## src/rtl/mc_control_fsm.sv

```systemverilog
// Multi-cycle RV32I control unit with req/ready memory handshake and sticky fault trapping.
// Optional memory wait timeout is enabled by defining MC_CONTROL_TIMEOUT_EN.
module mc_control_fsm #(
  parameter int TIMEOUT_W   = 8,
  parameter int TIMEOUT_MAX = 255,
  parameter int BE_W        = 4
) (
  input  logic            CLK,
  input  logic            RSTn,
  input  logic [6:0]      opcode,
  input  logic [2:0]      funct3,
  input  logic            mem_ready,
  output logic            mem_req,
  output logic            mem_we,
  output logic [BE_W-1:0] mem_be,
  output logic            ir_write,
  output logic            pc_write,
  output logic            reg_write,
  output logic            mem_to_reg,
  output logic            alu_src1,
  output logic            alu_src2,
  output logic            jump,
  output logic            branch,
  output logic            jal_or_jalr,
  output logic [6:0]      alu_op,
  output logic [2:0]      concat_ctrl,
  output logic            fault,
  output logic [1:0]      fault_cause,
  output logic            retire,
  output logic [4:0]      state
);

  localparam logic [6:0] OP_LOAD   = 7'h03;
  localparam logic [6:0] OP_STORE  = 7'h23;
  localparam logic [6:0] OP_REG    = 7'h33;
  localparam logic [6:0] OP_BRANCH = 7'h63;
  localparam logic [6:0] OP_JAL    = 7'h6F;
  localparam logic [6:0] OP_JALR   = 7'h67;
  localparam logic [6:0] OP_IMM    = 7'h13;
  localparam logic [6:0] OP_LUI    = 7'h37;
  localparam logic [6:0] OP_AUIPC  = 7'h17;

  localparam logic [1:0] CAUSE_ILLEGAL = 2'd1;
  localparam logic [1:0] CAUSE_TIMEOUT = 2'd2;

  typedef enum logic [4:0] {
    S_FETCH = 5'd0,  S_DECODE = 5'd1,  S_MADDR = 5'd2,  S_MRD   = 5'd3,
    S_MWB   = 5'd4,  S_MWR    = 5'd5,  S_REX   = 5'd6,  S_AWB   = 5'd7,
    S_BR    = 5'd8,  S_JAL    = 5'd9,  S_JALR  = 5'd10, S_JWB   = 5'd11,
    S_IEX   = 5'd12, S_UEX    = 5'd13, S_LUIWB = 5'd14, S_AUIWB = 5'd15,
    S_FAULT = 5'd16
  } state_t;

  state_t     state_q, state_d;
  logic       fault_q;
  logic [1:0] cause_q, cause_d;
  logic       timeout;
  logic       load_bad, store_bad, br_bad;

  if (TIMEOUT_MAX > (1 << TIMEOUT_W) - 1) begin : g_bad_timeout_cfg
    $error("TIMEOUT_MAX does not fit in TIMEOUT_W bits");
  end

  // Byte lanes from the access width; signedness of loads does not affect lanes.
  function automatic logic [BE_W-1:0] lane_mask(input logic [2:0] f3);
    logic [BE_W-1:0] m;
    m = '0;
    case (f3)
      3'd0, 3'd4: m[0]   = 1'b1;
      3'd1, 3'd5: m[1:0] = 2'b11;
      3'd2:       m[3:0] = 4'hF;
      default:    m      = '0;
    endcase
    return m;
  endfunction

  assign load_bad  = (funct3 == 3'd3) || (funct3 == 3'd6) || (funct3 == 3'd7);
  assign store_bad = (funct3 >= 3'd3);
  assign br_bad    = (funct3 == 3'd2) || (funct3 == 3'd3);

`ifdef MC_CONTROL_TIMEOUT_EN
  localparam logic [TIMEOUT_W-1:0] CNT_MAX = TIMEOUT_W'(TIMEOUT_MAX);
  logic [TIMEOUT_W-1:0] wait_cnt;
  logic                 wait_state;

  assign wait_state = (state_q == S_FETCH) || (state_q == S_MRD) || (state_q == S_MWR);
  assign timeout    = wait_state && !mem_ready && (wait_cnt == CNT_MAX);

  always_ff @(posedge CLK) begin
    if (!RSTn)
      wait_cnt <= '0;
    else if (wait_state && !mem_ready && (state_d == state_q))
      wait_cnt <= wait_cnt + 1'b1;
    else
      wait_cnt <= '0;
  end
`else
  assign timeout = 1'b0;
`endif

  always_ff @(posedge CLK) begin
    if (!RSTn) begin
      state_q <= S_FETCH;
      fault_q <= 1'b0;
      cause_q <= 2'd0;
    end else begin
      state_q <= state_d;
      if ((state_q != S_FAULT) && (state_d == S_FAULT)) begin
        fault_q <= 1'b1;
        cause_q <= cause_d;
      end
    end
  end

  always_comb begin
    state_d = state_q;
    cause_d = 2'd0;
    case (state_q)
      S_FETCH:  if (mem_ready) state_d = S_DECODE;
      S_DECODE: begin
        case (opcode)
          OP_LOAD, OP_STORE: state_d = S_MADDR;
          OP_REG:            state_d = S_REX;
          OP_BRANCH:         state_d = S_BR;
          OP_JAL:            state_d = S_JAL;
          OP_JALR:           state_d = S_JALR;
          OP_IMM:            state_d = S_IEX;
          OP_LUI, OP_AUIPC:  state_d = S_UEX;
          default: begin
            state_d = S_FAULT;
            cause_d = CAUSE_ILLEGAL;
          end
        endcase
      end
      S_MADDR: begin
        if ((opcode == OP_LOAD) ? load_bad : store_bad) begin
          state_d = S_FAULT;
          cause_d = CAUSE_ILLEGAL;
        end else begin
          state_d = (opcode == OP_LOAD) ? S_MRD : S_MWR;
        end
      end
      S_MRD:   if (mem_ready) state_d = S_MWB;
      S_MWR:   if (mem_ready) state_d = S_FETCH;
      S_MWB, S_AWB, S_JWB, S_LUIWB, S_AUIWB: state_d = S_FETCH;
      S_REX, S_IEX: state_d = S_AWB;
      S_UEX:   state_d = (opcode == OP_LUI) ? S_LUIWB : S_AUIWB;
      S_BR: begin
        if (br_bad) begin
          state_d = S_FAULT;
          cause_d = CAUSE_ILLEGAL;
        end else begin
          state_d = S_FETCH;
        end
      end
      S_JAL, S_JALR: state_d = S_JWB;
      S_FAULT: state_d = S_FAULT;
      default: begin
        state_d = S_FAULT;
        cause_d = CAUSE_ILLEGAL;
      end
    endcase
    if (timeout) begin
      state_d = S_FAULT;
      cause_d = CAUSE_TIMEOUT;
    end
  end

  always_comb begin
    mem_req     = 1'b0;
    mem_we      = 1'b0;
    mem_be      = '0;
    ir_write    = 1'b0;
    pc_write    = 1'b0;
    reg_write   = 1'b0;
    mem_to_reg  = 1'b0;
    alu_src1    = 1'b0;
    alu_src2    = 1'b0;
    jump        = 1'b0;
    branch      = 1'b0;
    jal_or_jalr = 1'b0;
    concat_ctrl = 3'd0;
    retire      = 1'b0;
    alu_op      = ((state_q == S_FETCH) || (state_q == S_FAULT)) ? 7'd0 : opcode;
    case (state_q)
      S_FETCH: begin
        mem_req  = 1'b1;
        mem_be   = '1;
        ir_write = mem_ready;
      end
      S_MADDR: begin
        alu_src2    = 1'b1;
        concat_ctrl = (opcode == OP_LOAD) ? 3'd3 : 3'd5;
      end
      S_MRD: begin
        mem_req = 1'b1;
        mem_be  = lane_mask(funct3);
      end
      S_MWR: begin
        mem_req  = 1'b1;
        mem_we   = 1'b1;
        mem_be   = lane_mask(funct3);
        pc_write = mem_ready;
        retire   = mem_ready;
      end
      S_MWB, S_AWB, S_JWB, S_LUIWB, S_AUIWB: begin
        reg_write  = 1'b1;
        pc_write   = 1'b1;
        retire     = 1'b1;
        mem_to_reg = (state_q == S_MWB);
        jump       = (state_q == S_JWB);
      end
      S_IEX: begin
        alu_src2    = 1'b1;
        concat_ctrl = ((funct3 == 3'd1) || (funct3 == 3'd5)) ? 3'd6 : 3'd3;
      end
      S_UEX: begin
        alu_src1    = 1'b1;
        alu_src2    = 1'b1;
        concat_ctrl = 3'd1;
      end
      S_BR: begin
        concat_ctrl = 3'd4;
        branch      = 1'b1;
        pc_write    = !br_bad;
        retire      = !br_bad;
      end
      S_JAL: begin
        alu_src1    = 1'b1;
        alu_src2    = 1'b1;
        concat_ctrl = 3'd2;
        jump        = 1'b1;
      end
      S_JALR: begin
        alu_src2    = 1'b1;
        concat_ctrl = 3'd3;
        jump        = 1'b1;
        jal_or_jalr = 1'b1;
      end
      default: ;
    endcase
  end

  assign fault       = fault_q;
  assign fault_cause = cause_q;
  assign state       = state_q;

endmodule

```

## config.mk

```make
export PLATFORM = sky130hd
export DESIGN_NAME = mc_control_fsm
export DESIGN_NICKNAME = d
export VERILOG_FILES = /design/src/rtl/mc_control_fsm.sv
export SDC_FILE = /design/constraint.sdc
export NUM_CORES = 1
export LEC_CHECK = 0
export CORE_MARGIN = 2
export CORE_UTILIZATION = 35
export CTS_CLUSTER_DIAMETER = 60
export CTS_CLUSTER_SIZE = 25
export DETAILED_ROUTE_END_ITERATION = 6
export PLACE_DENSITY = 0.68
export SETUP_SLACK_MARGIN = 0.4
export SLEW_MARGIN = 20
export SYNTH_ARGS = -nofsm -noshare
export SYNTH_HDL_FRONTEND = slang
export SYNTH_SLANG_ARGS = --single-unit
```

## constraint.sdc

```tcl
create_clock -name CLK -period 4.6 [get_ports CLK]
set_input_delay 0.92 -clock CLK [delete_from_list [all_inputs] [get_ports CLK]]
set_output_delay 0.92 -clock CLK [all_outputs]
set_load 0.05 [all_outputs]
```

==> metrics.md, run 1 <==
| Metric | Value |
|---|---|
| Final hold viol count | 0 |
| Final setup slack of the worst path | approximately 700 ps |
| CTS H-tree depth | 1 |
| First DRT Iteration DRCs | 45 |
| Finished Cell Area | 0.00152 mm² |
| CTS Root Cell | clkbuf_4 |
| Unique cell type count in the Yosys netlist | 49 |
| Vias | 1282 |
| Crit path DAT | a little under 3000 ps |
| Crit-path cells | clkdlybuf4s50_1 -> nand2_1 -> a2111oi_0 -> a22o_1 -> clkdlybuf4s50_1 |
| Post_cts resized | 0 |
| Leakage | roughly 0.54 nW |
| Crit path max-delay family | buffers and inverters |
| Total gr overflow | 0 |
| Crit. End Element | output pin |
| Fin Setup TNS | 0 ps |
| Worst-path clk slew | 50 ps |
| DRT Wirelength | about 3300 µm |
| # setup viols final | 0 |
| IO Port Bufs | 45 |
| Max Buffers Root-to-Sink | 2 |
| Post-DP Area | ~0.0015 mm² |
| Clk sinks | 7 |
| RSZ-0062 raised after global routing | no |
| Hpwl dp | 2430 µm |
| Most area-consuming cells after synthesis | dfxtp_1 (13%), nor2b_1 (6.4%), nand2_1 (5.5%) |
| Post-detailed-route count of antenna-violating nets | 0 |
| Maxcap violations | 0 |
| Worst path bufs/invs | 2 |
| First-pass GRT wire length | 5390 µm |
| Fmax | roughly 0.26 GHz |
| Worst stage delay on the critical path | approximately 800 ps |
| Ys async rst share | 0 |
| Crit path required time | about 3700 ps |
| Slew Limit Fails | 0 |
| Critical Path Fanout Max | 5 |
| Gate Count Post-Synth | 154 |
| Commonest non-fill, non-tap cell in the layout | clkdlybuf4s50_1 |
| Post-synth EDFFs | 0 |
| Max-Slew Margin vs Limit | 0.449 |
| Clk_lat worst skew | between 200 and 300 ps |
| Number of global-route vias before repair | roughly 1.2k |
| Total GRT Usage | 0.190 |
| PwrDens | approximately 190 mW/mm² |
| Fin crit share | 0.848 |
| CP dominant cell by count | clkdlybuf4s50_1 |
| Starting Density | 0.361 |
| Max VDD drop | 0.111 mV |
| Crit start category | input pin |
| Tightest Pin Transition | just over 800 ps |
| Num CTS Buffers | 3 |
| Antenna violations before repair | 0 |
| Rows | 20 |
| Area growth, synth to finish | 40.5% |
| TritonCTS clock tree | yes |
| Sequential-to-total area share from yosys stat | 0.129 |
| Setup WS pre-CTS | roughly 700 ps |
| GPL Wtd Cong | ~0.9 |
| Die H | a little under 60 µm |
| Hold WC Path Type | register to register |
| Final nets | about 200 |
| Layout cell share with drive strength beyond 1 | 0.0579 |
| Overall die area | ~0.0036 mm² |
| Core Area | 0.00300 mm² |
| CP max stage cell | clkdlybuf4s50_1 |
| Status | complete, no violations |
| WL per Instance | between 10 and 15 µm |
| Yosys top cell by area | dfxtp_1 |
| Die Wd | between 50 and 60 µm |
| Antenna cells | 0 |
| Initial DRT Pass Iterations | 4 |
| Final min period | approximately 4000 ps |
| Synthesized cell area | 0.00108 mm² |
| Total number of yosys warnings | 0 |
| Clock Skews | roughly 4.4 ps |
| Prevailing post-synth register cell | dfxtp_1 |
| Flops & latches, synth | 7 |
| Crit Path Category | input pin to output pin |
| Post-CTS setup repair buffer count | 0 |
| Vias per std cell | approximately 5.7 |
| Synthesized area per cell | approximately 7.0 µm² |
| Synth top area share | 0.129 |
| Largest net degree at the start of global routing | 26 |
| Most frequent cells in the layout | clkdlybuf4s50_1 (44), nand2_1 (16), nor2_1 (12) |
| DRC Markers | 0 |
| Syn nets | about 170 |
| Hold Buf Count CTS | 0 |
| Boundary pin count | 47 |
## worst register-to-register path: stages, from the launching register on
cell and delay [ps]:
dfxtp_1 820, nand2b_1 260, nor4_1 350, nor3b_1 290, o31a_1 150
## per-stage QoR
stage               total power [mW]  cells  utilization  hold slack [ps]
detailed placement             0.236    219        0.498              505
finish                         0.290    223        0.507              517
global placement               0.235    219        0.498              501
floorplan                      0.181    154            -              716
global route                   0.306    223        0.507              558
CTS                            0.294    223        0.507              520
## state kept, by name, summed over array words and instances, names as in the netlist
signal and cells:
fault_cause 1, state 5, fault 1
## layer usage
| metal | global-route usage | vias to the layer above | part of all wire | routed length (µm) |
|---|---|---|---|---|
| li1 | - | 643 | - | - |
| met1 | 0.251 | 583 | 0.46 | 1500 |
| met2 | 0.325 | 52 | 0.48 | 1560 |
| met3 | 0.0240 | 4 | 0.055 | 179 |
| met4 | 0.0444 | 0 | 0.0095 | 31 |
| met5 | 0 | - | 0 | 0 |
## synthesized netlist by cell type (2+ instances only)
| library cell | number |
|---|---|
| nand2_1 | 16 |
| nor2_1 | 12 |
| nor2b_1 | 11 |
| o21ai_0 | 8 |
| a21oi_1 | 7 |
| buf_2 | 7 |
| dfxtp_1 | 7 |
| and3_1 | 6 |
| inv_1 | 6 |
| nand2b_1 | 5 |
| nand3_1 | 5 |
| a32oi_1 | 4 |
| buf_4 | 4 |
| nor3b_1 | 4 |
| a31oi_1 | 3 |
| and3b_1 | 3 |
| nor4_1 | 3 |
| nor4bb_1 | 3 |
| o31a_1 | 3 |
| a211o_1 | 2 |
| clkbuf_1 | 2 |
| nor3_1 | 2 |
| nor4b_1 | 2 |
| o41ai_1 | 2 |
| or3_1 | 2 |
| xnor2_1 | 2 |
## report_power, final
part	internal [mW]	switching, mW	total (mW)
Clock	0.0331	0.0220	0.0551
Sequential	0.0659	0.0111	0.0770
Combinational	0.0566	0.102	0.158
Total	0.155	0.135	0.290
## layout make-up
cell class / count / area, µm²
inverters: 6 / 22.5
well taps: 33 / 41.3
repair buffers: 46 / 455
clock buffers: 4 / 26.3
flip-flops and latches: 7 / 140
multi-input cells: 127 / 837
fillers: 327 / 1480
## logic make-up after synthesis
family / after synthesis / synth area share
AND/OR/NAND/NOR: 81 / 0.455
AO/OA/AOI/OAI: 42 / 0.289
buffers and inverters: 20 / 0.0982
flip-flops: 7 / 0.129
XOR/XNOR: 2 / 0.0162
adder cells (fa/ha/maj): 1 / 0.00924
other: 1 / 0.00346
## final timing paths
path                       start        endpoint  slack (ps)  depth (start not counted)
hold reg to reg   fault_cause[0]  fault_cause[0]         520                          2
setup / recovery       funct3[0]  concat_ctrl[2]         700                          5
hold / removal    fault_cause[0]  fault_cause[0]         520                          2
setup reg to reg        state[1]        state[1]        2670                          4
Note: power is estimated with default switching activity, not from simulation.
==> run 2: changes to the inputs <==
Clock period 4.6 ns to 4.05 ns, I/O delays scaled along.
==> run 2 against run 1 <==
- core utilization is 1.2 points higher
- critical endpoint is now concat_ctrl[1]
- critical path type unchanged
- flip-flop and latch count unchanged
- combinational power grew 18%
- sequential share of layout area shrank 0.21 points
- clock skew down 4.1 ps
==> metrics.md, run 2 (synthesized netlist as in run 1, its figures left out) <==
| Metric | Value |
|---|---|
| Commonest non-fill, non-tap cell in the layout | clkdlybuf4s50_1 (unchanged) |
| CP max stage cell | clkdlybuf4s50_1 (unchanged) |
| Largest register FFs | 5 (unchanged) |
| Worst hold margin | 521 ps (was 517 ps) |
| Fmax | ~0.28 GHz |
| Final min period | between 3000 and 4000 ps |
| Largest net degree at the start of global routing | 25 (was 26) |
| Worst stage delay on the critical path | 590 ps (was 800 ps) |
| Max-Slew Margin vs Limit | 0.518 (was 0.449) |
| Die Wd | 59.6 µm (unchanged) |
| Leakage | 0.568 nW (was 0.539 nW) |
| Hold WC Path Type | register to register (unchanged) |
| Max Buffers Root-to-Sink | 2 (unchanged) |
| Antenna violations before repair | 0 (unchanged) |
| Layout cell share with drive strength beyond 1 | 0.0725 (was 0.0579) |
| Post-detailed-route count of antenna-violating nets | 0 (unchanged) |
| Fin Setup TNS | 0 ps (unchanged) |
| TritonCTS clock tree | yes (unchanged) |
| Final nets | 207 (was 204) |
| Hpwl dp | 2510 µm (was 2430 µm) |
| First-pass GRT wire length | 5220 µm (was 5390 µm) |
| Slew Limit Fails | 0 (unchanged) |
| Maxcap violations | 0 (unchanged) |
| Crit path DAT | 2710 ps (was 2980 ps) |
| Max VDD drop | 0.146 mV (was 0.111 mV) |
| Worst path bufs/invs | 2 (unchanged) |
| Crit. End Element | output pin (unchanged) |
| GPL Wtd Cong | 0.855 (was 0.880) |
| Area growth, synth to finish | 43.9% (was 40.5%) |
| Total GRT Usage | 0.185 (was 0.190) |
| IO Port Bufs | 45 (unchanged) |
| Most frequent cells in the layout | clkdlybuf4s50_1 (42), nand2_1 (16), nor2_1 (12) (was clkdlybuf4s50_1 (44), nand2_1 (16), nor2_1 (12)) |
| Clk_lat worst skew | 250 ps (about the same) |
| Vias | 1335 (was 1282) |
| Worst-path clk slew | 50 ps (about the same) |
| Crit start category | input pin (unchanged) |
| Total gr overflow | 0 (unchanged) |
| Vias per std cell | 5.91 (was 5.75) |
| WL per Instance | 14.9 µm (was 14.7 µm) |
| First DRT Iteration DRCs | 78 (was 45) |
| Antenna cells | 0 (unchanged) |
| Tightest Pin Transition | 723 ps (was 825 ps) |
| Final hold viol count | 0 (unchanged) |
| Num CTS Buffers | 3 (unchanged) |
| CTS H-tree depth | 1 (unchanged) |
| Clock Skews | 0.211 ps (was 4.35 ps) |
| Crit Path Category | input pin to output pin (unchanged) |
| # setup viols final | 0 (unchanged) |
| CTS Root Cell | clkbuf_4 (unchanged) |
| Crit-path cells | clkdlybuf4s50_1 -> nor4_4 -> nand2_1 -> a211o_1 -> a221oi_2 -> buf_12 (was clkdlybuf4s50_1 -> nand2_1 -> a2111oi_0 -> a22o_1 -> clkdlybuf4s50_1) |
| Initial DRT Pass Iterations | 4 (unchanged) |
| Core Area | 0.00300 mm² (unchanged) |
| Overall die area | 0.00356 mm² (unchanged) |
| RSZ-0062 raised after global routing | no (unchanged) |
| Number of global-route vias before repair | 1187 (was 1239) |
| Total design power | 334 µW (was 290 µW) |
| DRC Markers | 0 (unchanged) |
| Fin crit share | 0.870 |
| DRT Wirelength | 3360 µm (was 3270 µm) |
| PwrDens | 214 mW/mm² (was 191 mW/mm²) |
| Die H | 59.6 µm (unchanged) |
| Crit path required time | 3240 ps (was 3680 ps) |
| Starting Density | 0.361 (unchanged) |
| Status | complete, no violations (unchanged) |
| Boundary pin count | 47 (unchanged) |
| Crit path max-delay family | buffers and inverters (unchanged) |
| Clk sinks | 7 (unchanged) |
| Rows | 20 (unchanged) |
| Critical Path Fanout Max | 11 (was 5) |
[run 2: cell type report]
type	count	area, µm²
Fill cell	317	1440
Multi-Input combinational cell	127	837
Timing Repair Buffer	49	492
Sequential cell	7	140
Tap cell	33	41.3
Clock buffer	4	26.3
Inverter	6	22.5
[run 2: power breakdown]
group          total, mW  switching (mW)  internal [mW]
Combinational      0.187           0.121         0.0655
Clock             0.0643          0.0266         0.0377
Sequential        0.0828         0.00808         0.0747
[run 2: worst paths after layout]
path / end / slack (ps) / depth (start not counted) / from
worst max-delay path: concat_ctrl[1] / 530 / 6 / opcode[4]
worst min-delay path: fault / 520 / 2 / fault
worst max register to register: fault_cause[0] / 2180 / 4 / state[3]
worst min register to register: fault / 520 / 2 / fault
[run 2: timing repair]
item,in CTS,in global routing
endpoints found under the setup margin,1,1
pin swaps,0,0
endpoints found under the hold margin,0,0
hold buffers,0,0
buffers inserted,0,0
cloned,0,0
resized for setup,1,1
[run 2: metrics by stage]
stage / instances / util / instance area, µm² / setup slack (ps)
2_1_floorplan: 154 / - / 1080 / 505
3_3_place_gp: 222 / 0.510 / 1530 / 408
3_5_place_dp: 222 / 0.510 / 1530 / 293
4_1_cts: 226 / 0.518 / 1560 / 536
5_1_grt: 226 / 0.519 / 1560 / 443
6_report: 226 / 0.519 / 1560 / 526
[run 2: worst register-to-register path, cell delays in order, from the launching register on]
cell       delay (ps)
dfxtp_1           780
nand2b_1          260
o41ai_1           350
a2bb2oi_1         150
a32oi_1           240
[run 2: per-layer routing]
layer | wire, µm | global-route usage | share of wire
met2 | 1660 | 0.312 | 0.49
met5 | 0 | 0 | 0
met4 | 0 | 0.0349 | 0
met3 | 194 | 0.0109 | 0.058
met1 | 1500 | 0.261 | 0.45
